### src/rtl/img_stream_pkg.sv
// Shared defaults, state encoding and pixel type for the image streaming datapath.
package img_stream_pkg;

  localparam int DEF_DATA_W = 8;
  localparam int DEF_IMG_W  = 256;
  localparam int DEF_IMG_H  = 256;
  localparam int DEF_ADDR_W = 16;

  typedef logic [DEF_DATA_W-1:0] pixel_t;

  typedef enum logic [1:0] {
    ST_IDLE  = 2'd0,
    ST_RUN   = 2'd1,
    ST_DRAIN = 2'd2
  } stream_state_e;

  // Raster step in both axes: 2 when decimating, 1 for the full image.
  function automatic int scan_step(input bit decimate);
    return decimate ? 2 : 1;
  endfunction

endpackage

### src/rtl/pix_fifo2.sv
// Two-entry stream buffer carrying pixel data plus an end-of-frame tag.
// The head entry is a flop, so head_data/head_last/head_valid are registered.
module pix_fifo2
  import img_stream_pkg::*;
#(
  parameter int DATA_W = DEF_DATA_W
) (
  input  logic              clk,
  input  logic              rst,
  input  logic              push,
  input  logic [DATA_W-1:0] push_data,
  input  logic              push_last,
  input  logic              pop,
  output logic [DATA_W-1:0] head_data,
  output logic              head_last,
  output logic              head_valid,
  output logic [1:0]        count
);

  logic [DATA_W-1:0] data0_q, data0_d;
  logic [DATA_W-1:0] data1_q, data1_d;
  logic              last0_q, last0_d;
  logic              last1_q, last1_d;
  logic [1:0]        count_q, count_d;
  logic              pop_ok;
  logic              push_ok;
  logic [1:0]        occ_after_pop;

  assign pop_ok        = pop && (count_q != 2'd0);
  assign push_ok       = push && ((count_q != 2'd2) || pop_ok);
  assign occ_after_pop = count_q - {1'b0, pop_ok};

  always_comb begin
    data0_d = data0_q;
    data1_d = data1_q;
    last0_d = last0_q;
    last1_d = last1_q;
    count_d = occ_after_pop + {1'b0, push_ok};
    if (pop_ok) begin
      data0_d = data1_q;
      last0_d = last1_q;
    end
    // A push lands in the first slot still free after this cycle's pop.
    if (push_ok) begin
      if (occ_after_pop == 2'd0) begin
        data0_d = push_data;
        last0_d = push_last;
      end else begin
        data1_d = push_data;
        last1_d = push_last;
      end
    end
  end

  always_ff @(posedge clk) begin
    if (rst) begin
      data0_q <= '0;
      data1_q <= '0;
      last0_q <= 1'b0;
      last1_q <= 1'b0;
      count_q <= 2'd0;
    end else begin
      data0_q <= data0_d;
      data1_q <= data1_d;
      last0_q <= last0_d;
      last1_q <= last1_d;
      count_q <= count_d;
    end
  end

  assign head_data  = data0_q;
  assign head_last  = last0_q;
  assign head_valid = (count_q != 2'd0);
  assign count      = count_q;

endmodule

### src/rtl/img_pixel_streamer.sv
// Raster-order frame reader: walks a synchronous-read frame memory and emits a
// valid/ready pixel stream. Define DOWNSAMPLE_2X_EN for 2:1 decimation in both axes.
module img_pixel_streamer
  import img_stream_pkg::*;
#(
  parameter int IMG_W  = DEF_IMG_W,
  parameter int IMG_H  = DEF_IMG_H,
  parameter int ADDR_W = DEF_ADDR_W,
  parameter int DATA_W = DEF_DATA_W
) (
  input  logic              clk,
  input  logic              rst,
  input  logic              start,
  output logic              busy,
  output logic              mem_rd_en,
  output logic [ADDR_W-1:0] mem_addr,
  input  logic [DATA_W-1:0] mem_rdata,
  output logic [DATA_W-1:0] pix_out,
  output logic              pix_valid,
  input  logic              pix_ready,
  output logic              pix_last,
  output logic              frame_done
);

`ifdef DOWNSAMPLE_2X_EN
  localparam bit DECIMATE = 1'b1;
`else
  localparam bit DECIMATE = 1'b0;
`endif

  localparam int                STEP     = scan_step(DECIMATE);
  localparam logic [ADDR_W-1:0] STEP_A   = ADDR_W'(STEP);
  localparam logic [ADDR_W-1:0] ROW_JUMP = ADDR_W'(STEP + (STEP - 1) * IMG_W);
  localparam logic [ADDR_W-1:0] LAST_COL = ADDR_W'(IMG_W - STEP);
  localparam logic [ADDR_W-1:0] LAST_ROW = ADDR_W'(IMG_H - STEP);

  localparam logic [1:0] IDLE  = 2'(ST_IDLE);
  localparam logic [1:0] RUN   = 2'(ST_RUN);
  localparam logic [1:0] DRAIN = 2'(ST_DRAIN);

  logic [1:0]        state_q, state_d;
  logic [ADDR_W-1:0] row_q, row_d;
  logic [ADDR_W-1:0] col_q, col_d;
  logic [ADDR_W-1:0] addr_q, addr_d;
  logic              inflight_q, inflight_d;
  logic              inflight_last_q, inflight_last_d;
  logic              frame_done_q, frame_done_d;

  logic [DATA_W-1:0] head_data;
  logic              head_last;
  logic              head_valid;
  logic [1:0]        fifo_count;
  logic              pop;
  logic              last_read;
  logic              rd_en;
  logic [2:0]        occupancy;

  assign pop       = head_valid && pix_ready;
  assign last_read = (row_q == LAST_ROW) && (col_q == LAST_COL);

  // Slots spoken for after this cycle: buffered pixels plus the read landing now, minus the pop.
  assign occupancy = {1'b0, fifo_count} + {2'b00, inflight_q} - {2'b00, pop};
  assign rd_en     = (state_q == RUN) && (occupancy < 3'd2);

  always_comb begin
    state_d         = state_q;
    row_d           = row_q;
    col_d           = col_q;
    addr_d          = addr_q;
    frame_done_d    = 1'b0;
    inflight_d      = rd_en;
    inflight_last_d = rd_en && last_read;
    case (state_q)
      IDLE: begin
        if (start && !frame_done_q) begin
          state_d = RUN;
          row_d   = '0;
          col_d   = '0;
          addr_d  = '0;
        end
      end
      RUN: begin
        if (rd_en) begin
          if (last_read) begin
            state_d = DRAIN;
            row_d   = '0;
            col_d   = '0;
            addr_d  = '0;
          end else if (col_q == LAST_COL) begin
            col_d  = '0;
            row_d  = row_q + STEP_A;
            addr_d = addr_q + ROW_JUMP;
          end else begin
            col_d  = col_q + STEP_A;
            addr_d = addr_q + STEP_A;
          end
        end
      end
      DRAIN: begin
        if (pop && head_last) begin
          state_d      = IDLE;
          frame_done_d = 1'b1;
        end
      end
      default: state_d = IDLE;
    endcase
  end

  always_ff @(posedge clk) begin
    if (rst) begin
      state_q         <= IDLE;
      row_q           <= '0;
      col_q           <= '0;
      addr_q          <= '0;
      inflight_q      <= 1'b0;
      inflight_last_q <= 1'b0;
      frame_done_q    <= 1'b0;
    end else begin
      state_q         <= state_d;
      row_q           <= row_d;
      col_q           <= col_d;
      addr_q          <= addr_d;
      inflight_q      <= inflight_d;
      inflight_last_q <= inflight_last_d;
      frame_done_q    <= frame_done_d;
    end
  end

  pix_fifo2 #(
    .DATA_W(DATA_W)
  ) u_fifo (
    .clk       (clk),
    .rst       (rst),
    .push      (inflight_q),
    .push_data (mem_rdata),
    .push_last (inflight_last_q),
    .pop       (pop),
    .head_data (head_data),
    .head_last (head_last),
    .head_valid(head_valid),
    .count     (fifo_count)
  );

  assign busy       = (state_q != IDLE);
  assign mem_rd_en  = rd_en;
  assign mem_addr   = addr_q;
  assign pix_out    = head_data;
  assign pix_valid  = head_valid;
  assign pix_last   = head_valid && head_last;
  assign frame_done = frame_done_q;

endmodule
### config.mk
export PLATFORM = sky130hd
export DESIGN_NAME = img_pixel_streamer
export DESIGN_NICKNAME = d
export VERILOG_FILES = /design/src/rtl/img_stream_pkg.sv /design/src/rtl/pix_fifo2.sv /design/src/rtl/img_pixel_streamer.sv
export SDC_FILE = /design/constraint.sdc
export NUM_CORES = 1
export LEC_CHECK = 0
export ABC_CLOCK_PERIOD_IN_PS = 4600
export CAP_MARGIN = 20
export CELL_PAD_IN_SITES_DETAIL_PLACEMENT = 1
export CELL_PAD_IN_SITES_GLOBAL_PLACEMENT = 1
export CORE_ASPECT_RATIO = 1.5
export CORE_MARGIN = 2
export CORE_UTILIZATION = 42
export DETAILED_ROUTE_END_ITERATION = 8
export PLACE_DENSITY_LB_ADDON = 0.1
export SLEW_MARGIN = 10
export SYNTH_ARGS = -nofsm -noshare
export SYNTH_HDL_FRONTEND = slang
export SYNTH_SLANG_ARGS = --single-unit
### constraint.sdc
create_clock -name clk -period 4.6 [get_ports clk]
set_clock_uncertainty 0.2 [all_clocks]
set_input_delay 0.46 -clock clk [delete_from_list [all_inputs] [get_ports clk]]
set_output_delay 0.46 -clock clk [all_outputs]
set_load 0.01 [all_outputs]
### Word-level counts from Yosys, hierarchy flattened

Index checks and enable logic that the tools add are counted.

| storage, ports and cells | value |
|---|---|
| register bits after elaboration | 73 |
| output and inout port bits | 29 |
| word-level logic and storage cells | 77 |

| operators by class | value |
|---|---|
| add/subtract/negate cells | 7 |
| order comparisons | 1 |
| equal/unequal tests | 10 |
| muxes and demuxes | 24 |
| bitwise gates (word level) | 2 |
| reductions and logical operators | 21 |

Operators with widths:

| kind | number |
|---|---|
| two-way mux 16 bit | 9 |
| one-hot mux 16 bit (2 select lines) | 3 |
| adder 16 x 1 -> 16 bit, second input constant | 3 |
| equality test 16 x 8 -> 1 bit, second input constant | 2 |
| two-way mux 8 bit | 3 |
| inequality test 2 bit, second input constant | 5 |
| logical AND 1 bit | 9 |
| two-way mux 2 bit | 4 |
| AND reduction 4 bit | 2 |
| one-hot mux 2 bit (3 select lines) | 1 |
| nonzero test 2 bit | 3 |
| logical NOT 2 bit | 2 |
| two-way mux 1 bit | 4 |
| adder 2 x 1 -> 3 bit | 1 |
| less-than comparator 3 x 2 -> 1 bit, second input constant | 1 |
| inequality test 3 x 2 -> 1 bit, second input constant | 1 |
| AND reduction 3 bit | 1 |
| subtractor 3 x 1 -> 3 bit | 1 |
| adder 2 x 1 -> 2 bit | 1 |
| equality test 2 x 1 -> 1 bit, second input constant | 1 |
| equality test 2 bit, second input constant | 1 |
| NOT 1 bit | 2 |
| AND reduction 2 bit | 1 |
| OR reduction 2 bit | 1 |
| 3 further kinds | 3 |

### Depth between registers and ports, before layout

| depth | value |
|---|---|
| word-level depth | 7 |
| gate-level depth with buffers | 16 |
| mapped depth without buffers | 12 |

### By module

From an unflattened synthesis, not the netlist that was laid out.

| second synthesis, totals | value |
|---|---|
| cell total of the unflattened synthesis | 435 |
| area total of the unflattened synthesis | 3,709.8 sq um |

Modules (own cells, without submodules):

| module | times used | cells an instance | area an instance (sq um) | seq. area each (sq um) |
|---|---|---|---|---|
| img_pixel_streamer | 1 | 324 | 2,720.1 | 1,061.0 |
| pix_fifo2 | 1 | 111 | 989.7 | 400.4 |

### Worst setup path after synthesis

No wires, ideal clock.

| timing | value |
|---|---|
| path type | register to register |
| start point | register u_fifo.count_q[1] (netlist: u_fifo.count[1]) |
| end point | register row_q[10] |
| setup time | 0.072 ns |
| arrival | 3.394 ns |
| required time | 4.328 ns |
| slack | 0.934 ns |
| cell stages (with the launch flop) | 16 |
| clock period less this slack | 3.666 ns |
| cell sequence | dfxtp_1 or2_2 nand2_1 inv_1 clkbuf_1 ha_1 inv_1 nand2_1 fa_1 nand3b_1 o21a_1 buf_6 a21o_1 buf_6 or4_1 a21oi_1 |

| on the way | value |
|---|---|
| longest elaborated chain between the ends | 7 |
| elaborated cells between the ends (all ways) | 8 |

RTL lines:

| element | line | text |
|---|---|---|
| start: declaration | pix_fifo2.sv:24 | `logic [1:0] count_q, count_d;` |
| start signal: assignment | pix_fifo2.sv:67 | `count_q <= count_d;` |
| nonzero test 2 bit | pix_fifo2.sv:73 | `assign head_valid = (count_q != 2'd0);` |
| net pix_valid | img_pixel_streamer.sv:19 | `output logic pix_valid,` |
| logical AND 1 bit | img_pixel_streamer.sv:58 | `assign pop = head_valid && pix_ready;` |
| subtractor 3 x 1 -> 3 bit | img_pixel_streamer.sv:62 | `assign occupancy = {1'b0, fifo_count} + {2'b00, inflight_q} - {2'b00, pop};` |
| less-than comparator 3 x 2 -> 1 bit | img_pixel_streamer.sv:63 | `assign rd_en = (state_q == RUN) && (occupancy < 3'd2);` |
| logical AND 1 bit | img_pixel_streamer.sv:63 |  |
| inequality test 2 bit (no line) | -- |  |
| AND reduction 4 bit (no line) | -- |  |
| end signal: assignment | img_pixel_streamer.sv:120 | `row_q <= row_d;` |
| end: declaration | img_pixel_streamer.sv:42 | `logic [ADDR_W-1:0] row_q, row_d;` |

The timed path passes the listed nets, and every way through them passes these cells.
A chain may end at the register's enable or synchronous reset.

### Worst setup path after layout

| timing | value |
|---|---|
| start point | register u_fifo.count_q[1] (netlist: u_fifo.count[1]) |
| end point | output port mem_rd_en |

| on the way | value |
|---|---|
| longest elaborated chain between the ends | 5 |
| elaborated cells between the ends (all ways) | 6 |

RTL lines:

| element | line | text |
|---|---|---|
| parallel branches: the longest is 2 deep, another holds adder 2 x 1 -> 3 bit | -- |  |
| subtractor 3 x 1 -> 3 bit * | img_pixel_streamer.sv:62 |  |
| less-than comparator 3 x 2 -> 1 bit * | img_pixel_streamer.sv:63 |  |
| logical AND 1 bit * | img_pixel_streamer.sv:63 |  |
| end: declaration | img_pixel_streamer.sv:15 | `output logic mem_rd_en,` |

Mark *: on every way between the ends.

==> key figures <==
Run status
  • Outcome: complete, no violations

Clock tree
  • CTS resizes: 0
  • Post-CTS Hold Fix Bufs: 0
  • Worst-skew pair later-pin latency: 0.34 ns
  • CTS tree: yes
  • Total CTS buffers: 9
  • CTS Buffer Depth: 2
  • Clock root cell: clkbuf_16
  • H-tree levels: 3
  • Total setup buffers inserted after CTS: 0
  • Reg clk slew, reported paths: 0.05 ns
  • Clk sinks: 73

Worst setup path
  • CP startpoint kind: register
  • Worst setup EP type: primary output
  • Critical path type: register to primary output
  • Slowest-stage cell, CP: clkdlybuf4s50_1
  • R2r endpoint: row_q[5]$_SDFFE_PP0P_
  • Critical path peak fanout: 8
  • R2R setup slack: 0.82 ns
  • Reg-to-Reg Start: u_fifo.count[1]$_SDFF_PP0_
  • CP peak stage delay: 0.56 ns
  • Most common cell on crit path: inv_1
  • R2R depth: 12
  • Critical path required time: 3.94 ns
  • Worst EP arrival: 3.40 ns
  • Cells along the critical path: or2_2 > nand2_1 > inv_1 > ha_1 > inv_1 > nand2_1 > fa_1 > xnor2_1 > nand3_1 > inv_1 > clkdlybuf4s50_1

Logic synthesis
  • Synthesis Warnings: 0
  • Register area share after synthesis: 0.417
  • Post-Synthesis Net Count: 437
  • Cells after Synth: 418
  • Synth Area in Compound Gates: 0.139
  • Ys async rst share: 0
  • Post-Synth XOR/XNOR Area: 0.0724
  • Top FF cell, synth: dfxtp_1
  • Post-synthesis cell type count: 49
  • Post-synth EDFFs: 0
  • Post-Synth Simple-Gate Area: 0.280
  • Cell Area, Synth: 3510 um^2
  • Synth Area per Inst: 8.39 um^2
  • Post-synthesis adder-cell area fraction: 0.0271
  • Portion of netlist area occupied by mux cells: 0.0257
  • Yosys reg bits: 73
  • Largest family of logic cells by synthesized area: simple AND/OR/NAND/NOR gates

Final layout
  • Area of the multi-input gates: 1910 um^2
  • Fin nets: 474
  • Fraction of layout cells with a size suffix above 1: 0.0458
  • Most frequent cells in the layout: dfxtp_1 (73), nor2_1 (62), clkdlybuf4s50_1 (40), nand2_1 (39), nand3_1 (20)
  • Register area: 1460 um^2
  • Layout area overhead: 21.4%
  • Fill cell count: 986
  • # diodes: 0
  • Final Util: 0.529
  • Leading cell type in the layout, fill and taps excluded: dfxtp_1

Die
  • Cell Rows: 40
  • Die ar.: 9120 um^2
  • Io pins: 41
  • Core Box Area: 8060 um^2
  • Initial Util: 0.435
  • Die height: 116 um
  • DIE WIDTH: 78.6 um

Job
  • Max cap viols: 0

Placed design
  • GPL Wtd Cong: 0.772
  • PortBufs: 40
  • Worst slack at placement: 0.636 ns
  • Detail Placement HPWL: 6640 um

GRT
  • Initial antenna violation count: 0
  • Grt total ovfl: 0
  • First-pass GRT wire length: 16500 um
  • GRT Overall Usage: 0.230
  • Vias in the first global route: 3478
  • Largest net degree at the start of global routing: 25

STA
  • Achievable Freq: 246 MHz
  • Setup Viol. Count Final: 0
  • Hold Vio Cnt, Final: 0
  • Setup TNS: 0 ns
  • Max-slew headroom: 0.488
  • Tcrit/Tclk final: 0.883
  • Fin worst setup slack: 0.538 ns
  • Slew Viols, Final: 0
  • RSZ-0062 raised after global routing: false
  • WHS: 0.284 ns
  • Slew @ Worst Pin: 0.765 ns
  • Minimum clock period: 4.06 ns

Drt
  • Drt wl/cell: 16.6 um
  • Residual DRC: 0
  • Routed vias: 3230
  • Vias per cell: 5.73
  • Detail Route Antenna Nets: 0
  • WL final: 9350 um
  • DR pass1 iterations: 4
  • Initial DRC Count: 103

Power
  • P_int: 1300 uW
  • Gate power share: 0.306
  • Max VDD drop: 0.271 mV
  • Clock power share: 0.315
  • P_sw: 702 uW
  • Fraction of power spent switching nets: 0.350
  • Flop pwr share: 0.379
  • Total power: 2010 uW
  • Power Dens Cells: 471 nW/um^2
  • Static leakage power: 0.00155 uW

Worst hold path
  • Hold Crit Endpoint: row_q[7]$_SDFFE_PP0P_
  • Worst hold path type: register to register
  • Hold Crit Start: row_q[7]$_SDFFE_PP0P_
  • Hold Path Depth: 2
[worst max-delay path by stage]
stage,slack [ns],startpoint,end,depth (start not counted)
2_1_floorplan,0.93,u_fifo.count[1]$_SDFF_PP0_,row_q[10]$_SDFFE_PP0P_,15
3_3_place_gp,0.75,pix_ready,mem_rd_en,11
3_5_place_dp,0.64,pix_ready,row_q[5]$_SDFFE_PP0P_,12
4_1_cts,0.48,u_fifo.count[1]$_SDFF_PP0_,mem_rd_en,11
5_1_grt,0.33,u_fifo.count[1]$_SDFF_PP0_,mem_rd_en,11
6_report,0.54,u_fifo.count[1]$_SDFF_PP0_,mem_rd_en,11
[registers in the layout, summed over array words and instances, names as in the netlist]
signal / cells
u_fifo.last1_q: 1
mem_addr: 16
row_q: 16
frame_done: 1
state_q: 2
col_q: 16
inflight_q: 1
u_fifo.head_data: 8
inflight_last_q: 1
u_fifo.count: 2
u_fifo.data1_q: 8
u_fifo.head_last: 1
[logic make-up (layout without fill, tap and decap cells)]
kind of cell / Yosys count / after routing
compound gates: 71 / 71
flops: 73 / 73
mux: 9 / 9
fa+ha+maj: 7 / 7
xor+xnor: 29 / 29
buf+inv: 32 / 73
simple gates: 197 / 197
[cell type report]
class,count,share of cell area
multi-input cells,313,0.448
flip-flops and latches,73,0.343
repair buffers,47,0.106
clock buffers,12,0.0579
well taps,105,0.0308
inverters,11,0.00969
clock inverters,3,0.00411
[metal layers]
layer / share of wire / up-vias / global-route usage
met5: 0 / - / 0
met4: 0.022 / 0 / 0.110
met3: 0.026 / 13 / 0.0460
li1: - / 1590 / -
met2: 0.53 / 39 / 0.410
met1: 0.43 / 1588 / 0.260
[synth_stat cells, types with 7 or more instances]
library cell,number,share of area
nand2_1,39,0.042
and3_1,8,0.014
xor2_1,13,0.032
nor2_1,62,0.066
a311oi_1,11,0.027
a211oi_1,7,0.015
nor4_1,8,0.014
inv_1,10,0.011
nor3_1,11,0.016
nand4_1,19,0.034
xnor2_1,16,0.040
o21ai_0,8,0.011
and4_1,8,0.020
a21oi_1,17,0.024
dfxtp_1,73,0.42
clkbuf_1,16,0.017
mux2i_1,9,0.026
nand3_1,20,0.029
[worst max-delay path: cells and delay by family, from the launching register on]
kind | cells | cell delay [ns]
AND/OR/NAND/NOR | 4 | 0.86
flip-flops | 1 | 0.37
XOR/XNOR | 1 | 0.19
buffers and inverters | 4 | 0.92
adder cells (fa/ha/maj) | 2 | 0.72
[through the flow]
stage / cell area, um^2 / std cells
6_report: 4260 / 564
5_1_grt: 4260 / 564
4_1_cts: 4260 / 564
3_5_place_dp: 4000 / 549
3_3_place_gp: 4000 / 549
2_1_floorplan: 3510 / 418
[power by group through the flow]
stage,sequential (uW),clock (uW),combinational [uW]
floorplan,758,0,401
global placement,767,0,602
detailed placement,773,0,619
CTS,760,648,626
global route,770,678,689
finish,760,633,614
Note: power is estimated with default switching activity, not from simulation.
